$ cat config.mk
export PLATFORM = sky130hd
export DESIGN_NAME = imm_extend_pipe
export DESIGN_NICKNAME = d
export VERILOG_FILES = /design/src/rtl/imm_extend_pipe.sv
export SDC_FILE = /design/constraint.sdc
export NUM_CORES = 1
export LEC_CHECK = 0
export CAP_MARGIN = 20
export CORE_ASPECT_RATIO = 1.75
export CORE_MARGIN = 5
export CORE_UTILIZATION = 45
export DETAILED_ROUTE_END_ITERATION = 8
export PLACE_DENSITY = 0.69
export SYNTH_ARGS = -nofsm -noshare
export SYNTH_HDL_FRONTEND = slang
export SYNTH_SLANG_ARGS = --single-unit
export TNS_END_PERCENT = 20
$ cat constraint.sdc
create_clock -name clk -period 2.5 [get_ports clk]
set_input_delay 0.375 -clock clk [delete_from_list [all_inputs] [get_ports clk]]
set_output_delay 0.375 -clock clk [all_outputs]
set_load 0.05 [all_outputs]
$ cat src/rtl/imm_extend_pipe.sv
// imm_extend_pipe: pipelined immediate extender for the MIPS decode stage.
// Supports sign, zero, upper (LUI) and branch-offset (sign-extend << 2) modes.
// Results sit in a main register M with a one-entry skid register S behind it,
// so decode can stall without losing an immediate. A tag travels with each result.
// Optional: define IMMX_COUNT_EN to add a 32-bit xfer_count port that counts
// output handshakes.

module imm_extend_pipe #(
  parameter int IN_W  = 16,
  parameter int OUT_W = 32,
  parameter int TAG_W = 5
) (
  input  logic             clk,
  input  logic             rst,
  input  logic             in_valid,
  output logic             in_ready,
  input  logic [IN_W-1:0]  in_data,
  input  logic [1:0]       in_mode,
  input  logic [TAG_W-1:0] in_tag,
  output logic             out_valid,
  input  logic             out_ready,
  output logic [OUT_W-1:0] out_data,
  output logic [TAG_W-1:0] out_tag
`ifdef IMMX_COUNT_EN
  ,
  output logic [31:0]      xfer_count
`endif
);

  typedef enum logic [1:0] {
    MODE_SIGN   = 2'b00,
    MODE_ZERO   = 2'b01,
    MODE_UPPER  = 2'b10,
    MODE_BRANCH = 2'b11
  } mode_t;

  localparam int EXT_W = OUT_W - IN_W;

  logic [OUT_W-1:0] ext_data;
  logic [OUT_W-1:0] sext;
  logic [OUT_W-1:0] zext;

  logic             m_valid;
  logic [OUT_W-1:0] m_data;
  logic [TAG_W-1:0] m_tag;
  logic             s_valid;
  logic [OUT_W-1:0] s_data;
  logic [TAG_W-1:0] s_tag;
  logic             in_ready_q;

  logic             accept;
  logic             out_hs;
  logic             s_valid_next;

  // Extension happens before storage so both M and S hold finished results.
  always_comb begin
    sext     = {{EXT_W{in_data[IN_W-1]}}, in_data};
    zext     = {{EXT_W{1'b0}}, in_data};
    ext_data = sext;
    case (mode_t'(in_mode))
      MODE_SIGN:   ext_data = sext;
      MODE_ZERO:   ext_data = zext;
      MODE_UPPER:  ext_data = zext << EXT_W;
      MODE_BRANCH: ext_data = sext << 2;
      default:     ext_data = sext;
    endcase
  end

  assign accept = in_valid & in_ready_q;
  assign out_hs = m_valid & out_ready;

  // Next occupancy of S: fills on an accept that M cannot absorb, drains on a handshake.
  always_comb begin
    s_valid_next = s_valid;
    if (accept) begin
      if (m_valid && !out_ready) begin
        s_valid_next = 1'b1;
      end
    end else if (out_hs) begin
      s_valid_next = 1'b0;
    end
  end

  // M/S storage: new beats go to M when it is free or leaving, else spill into S.
  always_ff @(posedge clk or posedge rst) begin
    if (rst) begin
      m_valid    <= 1'b0;
      m_data     <= '0;
      m_tag      <= '0;
      s_valid    <= 1'b0;
      s_data     <= '0;
      s_tag      <= '0;
      in_ready_q <= 1'b1;
    end else begin
      in_ready_q <= !s_valid_next;
      s_valid    <= s_valid_next;
      if (accept) begin
        if (!m_valid || out_ready) begin
          m_valid <= 1'b1;
          m_data  <= ext_data;
          m_tag   <= in_tag;
        end else begin
          s_data <= ext_data;
          s_tag  <= in_tag;
        end
      end else if (out_hs) begin
        if (s_valid) begin
          m_data <= s_data;
          m_tag  <= s_tag;
        end else begin
          m_valid <= 1'b0;
        end
      end
    end
  end

  assign in_ready  = in_ready_q;
  assign out_valid = m_valid;
  assign out_data  = m_data;
  assign out_tag   = m_tag;

`ifdef IMMX_COUNT_EN
  logic [31:0] xfer_cnt;

  // Counts completed output handshakes, wrapping naturally at 2^32.
  always_ff @(posedge clk or posedge rst) begin
    if (rst) begin
      xfer_cnt <= '0;
    end else if (out_hs) begin
      xfer_cnt <= xfer_cnt + 32'd1;
    end
  end

  assign xfer_count = xfer_cnt;
`endif

endmodule

==> results of run 1 <==
## layout by cell type (no fill, tap or decap), types with 2 or more instances in the layout
cell type	count
a211oi_2	3
mux2i_1	5
buf_4	12
mux2_2	16
dfrtp_1	76
clkbuf_16	9
nand2_1	48
buf_12	4
o21ai_1	2
nor2_1	30
clkdlybuf4s50_1	65
o21ai_0	76
o31ai_1	28
nand2b_1	3
and2_1	2
clkbuf_1	4
a211oi_1	25
nor2b_1	14
inv_1	4
a21oi_1	30
## per-layer routing
layer,track usage,routed length (um)
met5,0,0
met4,0.105,382
met3,0.0338,502
met2,0.351,5290
met1,0.251,4270
## cell type report
type | count | area (um2) | area share
flip-flops and latches | 77 | 1930 | 0.390
multi-input cells | 295 | 1740 | 0.352
clock inverters | 2 | 35.0 | 0.00709
repair buffers | 81 | 821 | 0.166
well taps | 117 | 146 | 0.0296
inverters | 5 | 18.8 | 0.00380
clock buffers | 14 | 254 | 0.0514
## metrics by stage
| step | hold slack, ns | setup slack (ns) |
|---|---|---|
| floorplan | 0.439 | 0.160 |
| global placement | 0.453 | 0.424 |
| detailed placement | 0.461 | 0.381 |
| CTS | 0.447 | 0.360 |
| global route | 0.490 | 0.342 |
| finish | 0.428 | 0.373 |
## power by group
part / switching (mW) / total [mW] / internal (mW)
clock network: 0.483 / 1.28 / 0.800
logic: 1.99 / 3.02 / 1.03
registers: 0.318 / 2.12 / 1.80
## logic make-up after synthesis
family | share of synthesized area
compound gates | 0.263
simple gates | 0.118
mux | 0.0628
flops | 0.494
buf+inv | 0.0622
## registers in the layout, indices dropped and copies added (netlist names)
register and count:
out_data 32, s_data 32, out_tag 5, s_tag 5, in_ready 1, out_valid 1, s_valid 1
## how the worst max path moves through the flow
stage / startpoint / to / slack, ns / cells past startpoint
floorplan: rst / out_data[0] / 0.16 / 1
finish: in_ready / in_ready / 0.37 / 1
detailed placement: in_mode[0] / out_data[23] / 0.38 / 5
CTS: in_ready / in_ready / 0.36 / 1
global placement: in_mode[0] / out_data[23] / 0.42 / 5
global route: in_ready / in_ready / 0.34 / 1
==> metrics.md, run 1 <==
| Metric | Value |
|---|---|
| Hold Fails Final Rpt | `0` |
| Setup crit start kind | `flop` |
| CP Cell Sequence | `clkdlybuf4s50_1` |
| Setup Skew | `0.00602 ns` |
| Post-DP Area | `4650 um2` |
| Area grow syn2layout | `26.6%` |
| Hold Path Class | `input port to async pin` |
| Final worst path period need | `around 2.1 ns` |
| Layout cells sized above 1 | `0.114` |
| Post-route cell area | `~4900 um2` |
| Fin util | `0.577` |
| Die width | `roughly 80 um` |
| R2r setup slk | `~0.82 ns` |
| Core area | `8560 um2` |
| Yosys top cell area share | `0.487` |
| Cts repair resizes | `0` |
| Post-DRT Antenna Nets | `0` |
| Max-cap violations | `0` |
| Placed instance count | `575` |
| Clk root buf | `clkbuf_16` |
| Row Count | `45` |
| GRT Total Usage | `0.208` |
| Cell area after synthesis | `3900 um2` |
| Reg2Reg Capture Point | `out_data[9]` |
| Mean area per synthesized cell | `9.34 um2` |
| Pwr/cell area | `1300 nW/um2` |
| Worst-Skew Late Latency | `around 0.34 ns` |
| DR vias/cell | `5.61` |
| Status | `completed` |
| Global-route wire length before repair | `~17000 um` |
| CTS Buffer Depth | `2` |
| Area contributors post-synth | `dfrtp_1, o21ai_0, o31ai_1` |
| Worst Tran Pin Value | `0.598 ns` |
| CTS tree | `built` |
| CP arrival | `between 1.5 and 2 ns` |
| CP top delay family | `buffers and inverters` |
| Clock-pin slew on the worst setup and hold paths | `0.06 ns` |
| Main synth FF type | `dfrtp_1` |
| Filler Cells Inserted | `781` |
| Final HPWL DP | `approximately 6900 um` |
| Initial antenna violation count | `0` |
| Cell taking the most area after synthesis | `dfrtp_1` |
| Seq cells post-synth | `between 70 and 80` |
| Starting density of the core | `0.456` |
| WP data required | `between 2 and 2.5 ns` |
| Top cells by count, synth | `dfrtp_1, o21ai_0, nand2_1` |
| Worst r2r path cells | `4` |
| Clock sinks | `77` |
| Cells after Synth | `roughly 420` |
| Die ar. | `10700 um2` |
| Fraction of registers with async set/reset | `1.00` |
| CP max stage cell | `clkdlybuf4s50_1` |
| Critical R2R Launch | `in_ready` |
| Largest net degree at the start of global routing | `between 60 and 70` |
| # DRC | `0` |
| CTS H-tree depth | `3` |
| Final cell count without fillers | `slightly below 600` |
| Tot Pwr | `6.43 mW` |
| P_leak | `2.03 nW` |
| Delay of the slowest cell on the worst path | `0.83 ns` |
| Pre-Repair DR Iteration Count | `4` |
| Clock buffer count from CTS | `9` |
| IO buf count | `65` |
| Vias after detailed routing | `around 3300` |
| Fin. max-slew vios | `0` |
| Final TNS setup | `0 ns` |
| Routed WL per cell | `17.7 um` |
| Vias in the first global route | `3300` |
| Die Height | `133 um` |
| Final setup violation count | `0` |
| Antenna Cells | `0` |
| Max transition margin | `0.601` |
| Routability Congestion | `0.816` |
| Crit path max fanout | `7` |
| Setup bufs post-CTS | `0` |
| Drt first-iter violations | `220` |
| Seq/Total Area, Yosys | `0.494` |
| Final nets | `496` |
| Global route overflow | `0` |
| Fmax | `470 MHz` |
| Synth warnings | `0` |
| Peak VDD IR | `0.752 mV` |
| Hold_buf cts | `0` |
| Worst Setup End Kind | `output pin` |
| Routed wire length | `10400 um` |
| Setup CP Type | `flop to output pin` |
| Final cycle utilization of the critical path | `0.851` |
| I/O Pins | `66` |
| Syn nets | `445` |
| EDFF count, synth | `0` |
| Post-synthesis cell type count | `33` |
| RSZ-0062 raised after global routing | `no` |
| Crit path buf inv count | `1` |
No activity file was read; power rests on OpenSTA's default activity.
==> inputs of run 2 (changes only) <==
--- a/config.mk
+++ b/config.mk
@@ -7,7 +7,7 @@
 export LEC_CHECK = 0
 export CAP_MARGIN = 20
 export CORE_ASPECT_RATIO = 1.75
-export CORE_MARGIN = 5
+export CORE_MARGIN = 2
 export CORE_UTILIZATION = 45
 export DETAILED_ROUTE_END_ITERATION = 8
 export PLACE_DENSITY = 0.69
==> metrics.md, run 2 (synthesis results as in run 1) <==
| Metric | Value |
|---|---|
| Multi-input logic area | `1740 um2 (unchanged)` |
| RSZ-0062 raised after global routing | `no (unchanged)` |
| Max transition margin | `0.656 (was 0.601)` |
| Area grow syn2layout | `27.0% (was 26.6%)` |
| Setup WS post-layout | `0.387 ns (was 0.373 ns)` |
| Vias after detailed routing | `3332 (was 3316)` |
| Die ar. | `9460 um2 (was 10700 um2)` |
| CP Launch Point | `in_ready (unchanged)` |
| Placement Setup Slack | `0.385 ns (was 0.381 ns)` |
| DR vias/cell | `5.62 (was 5.61)` |
| GRT Total Usage | `0.230 (was 0.208)` |
| Crit path buf inv count | `1 (unchanged)` |
| Global route overflow | `0 (unchanged)` |
| Clk root buf | `clkbuf_16 (unchanged)` |
| Final nets | `498 (was 496)` |
| Worst-Skew Late Latency | `0.33 ns (was 0.34 ns)` |
| Hold Path Class | `input port to async pin (unchanged)` |
| Critical R2R Launch | `in_ready (unchanged)` |
| Fin. max-slew vios | `0 (unchanged)` |
| Max-cap violations | `0 (unchanged)` |
| Setup CP Type | `flop to output pin (unchanged)` |
| WP data required | `2.12 ns (about the same)` |
| R2r setup slk | `0.86 ns (was 0.82 ns)` |
| Drt first-iter violations | `199 (was 220)` |
| Worst Setup End Kind | `output pin (unchanged)` |
| Final setup violation count | `0 (unchanged)` |
| Core area | `8560 um2 (unchanged)` |
| Crit path max fanout | `7 (unchanged)` |
| CP max stage cell | `clkdlybuf4s50_1 (unchanged)` |
| Worst r2r path cells | `4 (unchanged)` |
| Worst Tran Pin Value | `0.514 ns (was 0.598 ns)` |
| CTS tree | `built (unchanged)` |
| Largest net degree at the start of global routing | `78 (was 67)` |
| Pwr/cell area | `1310 nW/um2 (was 1300 nW/um2)` |
| Routability Congestion | `0.861 (was 0.816)` |
| CP top delay family | `buffers and inverters (unchanged)` |
| Levels on crit path | `1 (unchanged)` |
| Layout cells sized above 1 | `0.126 (was 0.114)` |
| Die width | `74.4 um (was 80.4 um)` |
| Initial antenna violation count | `0 (unchanged)` |
| # DRC | `0 (unchanged)` |
| Most frequent cells in the layout | `o21ai_0, dfrtp_1, clkdlybuf4s50_1 (unchanged)` |
| Final TNS setup | `0 ns (unchanged)` |
| Clock buffer count from CTS | `9 (unchanged)` |
| Die Height | `127 um (was 133 um)` |
| Final HPWL DP | `6570 um (was 6910 um)` |
| Tot Pwr | `6.48 mW (was 6.43 mW)` |
| IO buf count | `65 (unchanged)` |
| Fmax | `473 MHz (was 470 MHz)` |
| Pre-Repair DR Iteration Count | `5 (was 4)` |
| Row Count | `45 (unchanged)` |
| Routed WL per cell | `17.1 um (was 17.7 um)` |
| Hold Fails Final Rpt | `0 (unchanged)` |
| CP arrival | `1.74 ns (was 1.75 ns)` |
| CP Cell Sequence | `clkdlybuf4s50_1 (unchanged)` |
| CTS Buffer Depth | `2 (unchanged)` |
| Cts repair resizes | `0 (unchanged)` |
| Seq. cell area | `1930 um2 (unchanged)` |
| Delay of the slowest cell on the worst path | `0.82 ns (was 0.83 ns)` |
| Setup Skew | `0.00473 ns (was 0.00602 ns)` |
| Antenna Cells | `0 (unchanged)` |
| CTS H-tree depth | `3 (unchanged)` |
| I/O Pins | `66 (unchanged)` |
| Post-DRT Antenna Nets | `0 (unchanged)` |
| Status | `completed (unchanged)` |
| Vias in the first global route | `3214 (was 3300)` |
| Routed wire length | `10200 um (was 10400 um)` |
| Clock sinks | `77 (unchanged)` |
| Clock-pin slew on the worst setup and hold paths | `0.06 ns (about the same)` |
| Final worst path period need | `2.11 ns (was 2.13 ns)` |
| Setup bufs post-CTS | `0 (unchanged)` |
| P_leak | `2.05 nW (was 2.03 nW)` |
| Peak VDD IR | `0.672 mV (was 0.752 mV)` |
| Starting density of the core | `0.456 (unchanged)` |
| Final cycle utilization of the critical path | `0.845 (was 0.851)` |
| Hold_buf cts | `0 (unchanged)` |
| Global-route wire length before repair | `16500 um (was 17200 um)` |
| Setup crit start kind | `flop (unchanged)` |
| Reg2Reg Capture Point | `out_data[26] (was out_data[9])` |
| Hold Slack | `0.454 ns (was 0.428 ns)` |
| Filler Cells Inserted | `802 (was 781)` |
[run 2: where the power goes]
group / internal [mW] / switching (mW) / leakage, nW
Sequential: 1.80 / 0.314 / 0.977
Combinational: 1.03 / 1.99 / 0.910
Clock: 0.849 / 0.495 / 0.158
[run 2: layout make-up]
type                            instances  share of cell area
Multi-Input combinational cell        295               0.351
Clock buffer                           12              0.0538
Inverter                                5             0.00379
Timing Repair Buffer                   83               0.164
Clock inverter                          4             0.00909
Sequential cell                        77               0.389
Tap cell                              117              0.0295
[run 2: worst reg2reg max path, cell delays in order (launching register included)]
cell and delay [ns]:
dfstp_2 0.59, and2_1 0.27, buf_4 0.34, nor2_1 0.08
o31ai_1 0.25
[run 2: per-stage QoR]
stage / cell area (um2) / std cells / util
after floorplan: 3900 / 418 / -
after global placement: 4640 / 577 / 0.543
after detailed placement: 4640 / 577 / 0.543
after CTS: 4950 / 593 / 0.579
after global routing: 4950 / 593 / 0.579
final: 4950 / 593 / 0.579
[run 2: worst max path at each step]
stage / to
floorplan: out_data[0]
global placement: out_data[20]
detailed placement: out_data[23]
CTS: in_ready
global route: in_ready
finish: in_ready
[run 2: layer usage]
metal / up-vias / global-route usage / part of all wire
li1: 1589 / - / -
met3: 21 / 0.0371 / 0.042
met5: - / 0 / 0
met2: 98 / 0.374 / 0.52
met1: 1624 / 0.293 / 0.41
met4: 0 / 0.109 / 0.029
==> RTL edit, RTL diff (config.mk and constraints of run 1) <==
The parameter `TAG_W` goes from 5 to 7.
--- a/src/rtl/imm_extend_pipe.sv
+++ b/src/rtl/imm_extend_pipe.sv
@@ -8,7 +8,7 @@
 module imm_extend_pipe #(
   parameter int IN_W  = 16,
   parameter int OUT_W = 32,
-  parameter int TAG_W = 5
+  parameter int TAG_W = 7
 ) (
   input  logic             clk,
   input  logic             rst,
Ports: changed (resized in_tag and out_tag); port bits go from 66 to 70. The function was not compared with the original's and may differ.
==> RTL edit against run 1 <==
  * Routed wire length grew 4.9%
  * Total power up 3.2%
  * Design area increased by 3.6%
  * Sequential cell count rose by 4
  * Highest routed layer unchanged
  * Area after synthesis is 3.7% higher
  * Sequential share of layout area increased by 0.61 points
  * Setup slack improved by 5.2 ps
  * Core utilization grew 0.90 points
==> RTL edit: results (changes against run 1) <==
[placement]
portBuffers=69  ; was 65
dp_hpwl_um=7408  ; was 6908 um
gp_congestion=0.8281  ; was 0.8159

[critical_path]
crit_arrival_ps=1750  ; about the same
max_stage_delay_ps=820
ff2ff_path_depth=3  ; was 4
crit_family=buffers and inverters  ; unchanged

[global_route]
grt_max_degree=69  ; was 67
antenna_found_initial=0  ; unchanged
grt_first_pass_wirelength_um=17910  ; was 17190 um
track_usage=0.2112  ; was 0.2080

[yosys]
synthTopCellsByCount=dfrtp_1, o21ai_0, nand2_1, a21oi_1, nor2_1  ; unchanged
yosysWarnings=0  ; unchanged
ys.flop_type=dfrtp_1  ; unchanged
synth_xor_area_frac=0  ; unchanged
synth_compound_area_frac=0.2549  ; was 0.2629
async_reset_ff_frac=1.000  ; unchanged
yosys-mux-area-fraction=0.06465  ; was 0.06284
synth_fp_nets=464  ; was 445
synthDistinctLibCells=32  ; was 33
yosysSeqAreaShare=0.5014  ; was 0.4941
synth_area_leaders=dfrtp_1, o21ai_0, o31ai_1  ; unchanged

[clocking]
insertion_delay_ps=340  ; about the same
cts-root-buf=clkbuf_16  ; unchanged
cts_setup_buffers=0  ; unchanged
cts_buffers=9  ; unchanged
htreeDepth=3  ; unchanged

[layout]
nFillCells=777  ; was 781
drive_above_1_share=0.1131  ; was 0.1139
nets=519  ; was 496

[sta]
clock_skew_ps=3.786  ; was 6.022 ps
worstMarginPinSlew_ps=523.2  ; was 598.2 ps

[detailed_routing]
via_count=3491  ; was 3316
drtPass1Iterations=5  ; was 4
antenna_left=0  ; unchanged
wl_per_cell_um=17.90  ; was 17.67 um
drt-initial-drc-count=228  ; was 220

[pwr]
p_leak_nw=2.115  ; was 2.028 nW
ir_worst_vdd_v=0.0006597  ; was 0.0007518 V
p_switching_mw=2.948  ; was 2.793 mW

[min_path]
min_path_type=in -> async  ; unchanged

[status]
status=finished, final reports clean  ; unchanged

[RTL edit: final timing paths]
check / endpoint / startpoint / slack, ps
hold reg to reg: s_data[31]$_DFFE_PP0P_ / s_data[31]$_DFFE_PP0P_ / 480
setup / recovery: in_ready / in_ready$_DFF_PP1_ / 380
setup reg to reg: out_tag[0]$_DFFE_PP0P_ / out_valid$_DFFE_PP0P_ / 670
min in group clk: s_data[31]$_DFFE_PP0P_ / s_data[31]$_DFFE_PP0P_ / 480
hold / removal: s_tag[1]$_DFFE_PP0P_ / rst / 330
max in group asynchronous: s_data[10]$_DFFE_PP0P_ / rst / 1540
[RTL edit: through the flow]
stage	power, mW	hold WS, ps	worst slack [ps]	std cells	area (um^2)
3_3_place_gp	5.346	450.2	284.4	596	4836
4_1_cts	6.688	338.6	367.1	612	5119
6_report	6.633	332.7	377.7	612	5119
3_5_place_dp	5.427	462.2	175.1	596	4836
5_1_grt	7.045	386.7	352.2	612	5119
2_1_floorplan	4.417	439.5	46.57	435	4045
[RTL edit: cell families after synthesis]
kind of cell / Yosys count
AOI/OAI and AO/OA: 174
muxes: 24
buffers and inverters: 47
DFF: 81
and+or+nand+nor: 109
[RTL edit: cell type report]
| type | count | share of cell area |
|---|---|---|
| Tap cell | 117 | 0.02860 |
| Sequential cell | 81 | 0.3962 |
| Multi-Input combinational cell | 307 | 0.3488 |
| Inverter | 5 | 0.003911 |
| Timing Repair Buffer | 86 | 0.1672 |
| Clock inverter | 5 | 0.005867 |
| Clock buffer | 11 | 0.04938 |
[RTL edit: power by group through the flow]
stage	clock [mW]	combinational, mW	sequential [mW]
2_1_floorplan	0	1.27	3.15
6_report	1.25	3.16	2.23
4_1_cts	1.27	3.19	2.23
3_3_place_gp	0	3.13	2.22
5_1_grt	1.32	3.42	2.30
3_5_place_dp	0	3.18	2.25
[RTL edit: routing by layer]
metal | global-route usage | wire length (um) | vias to the layer above
met5 | 0 | 0 | -
met4 | 0.1257 | 375 | 0
met3 | 0.02130 | 558 | 22
met2 | 0.3485 | 5648 | 107
met1 | 0.2618 | 4373 | 1708
li1 | - | - | 1654
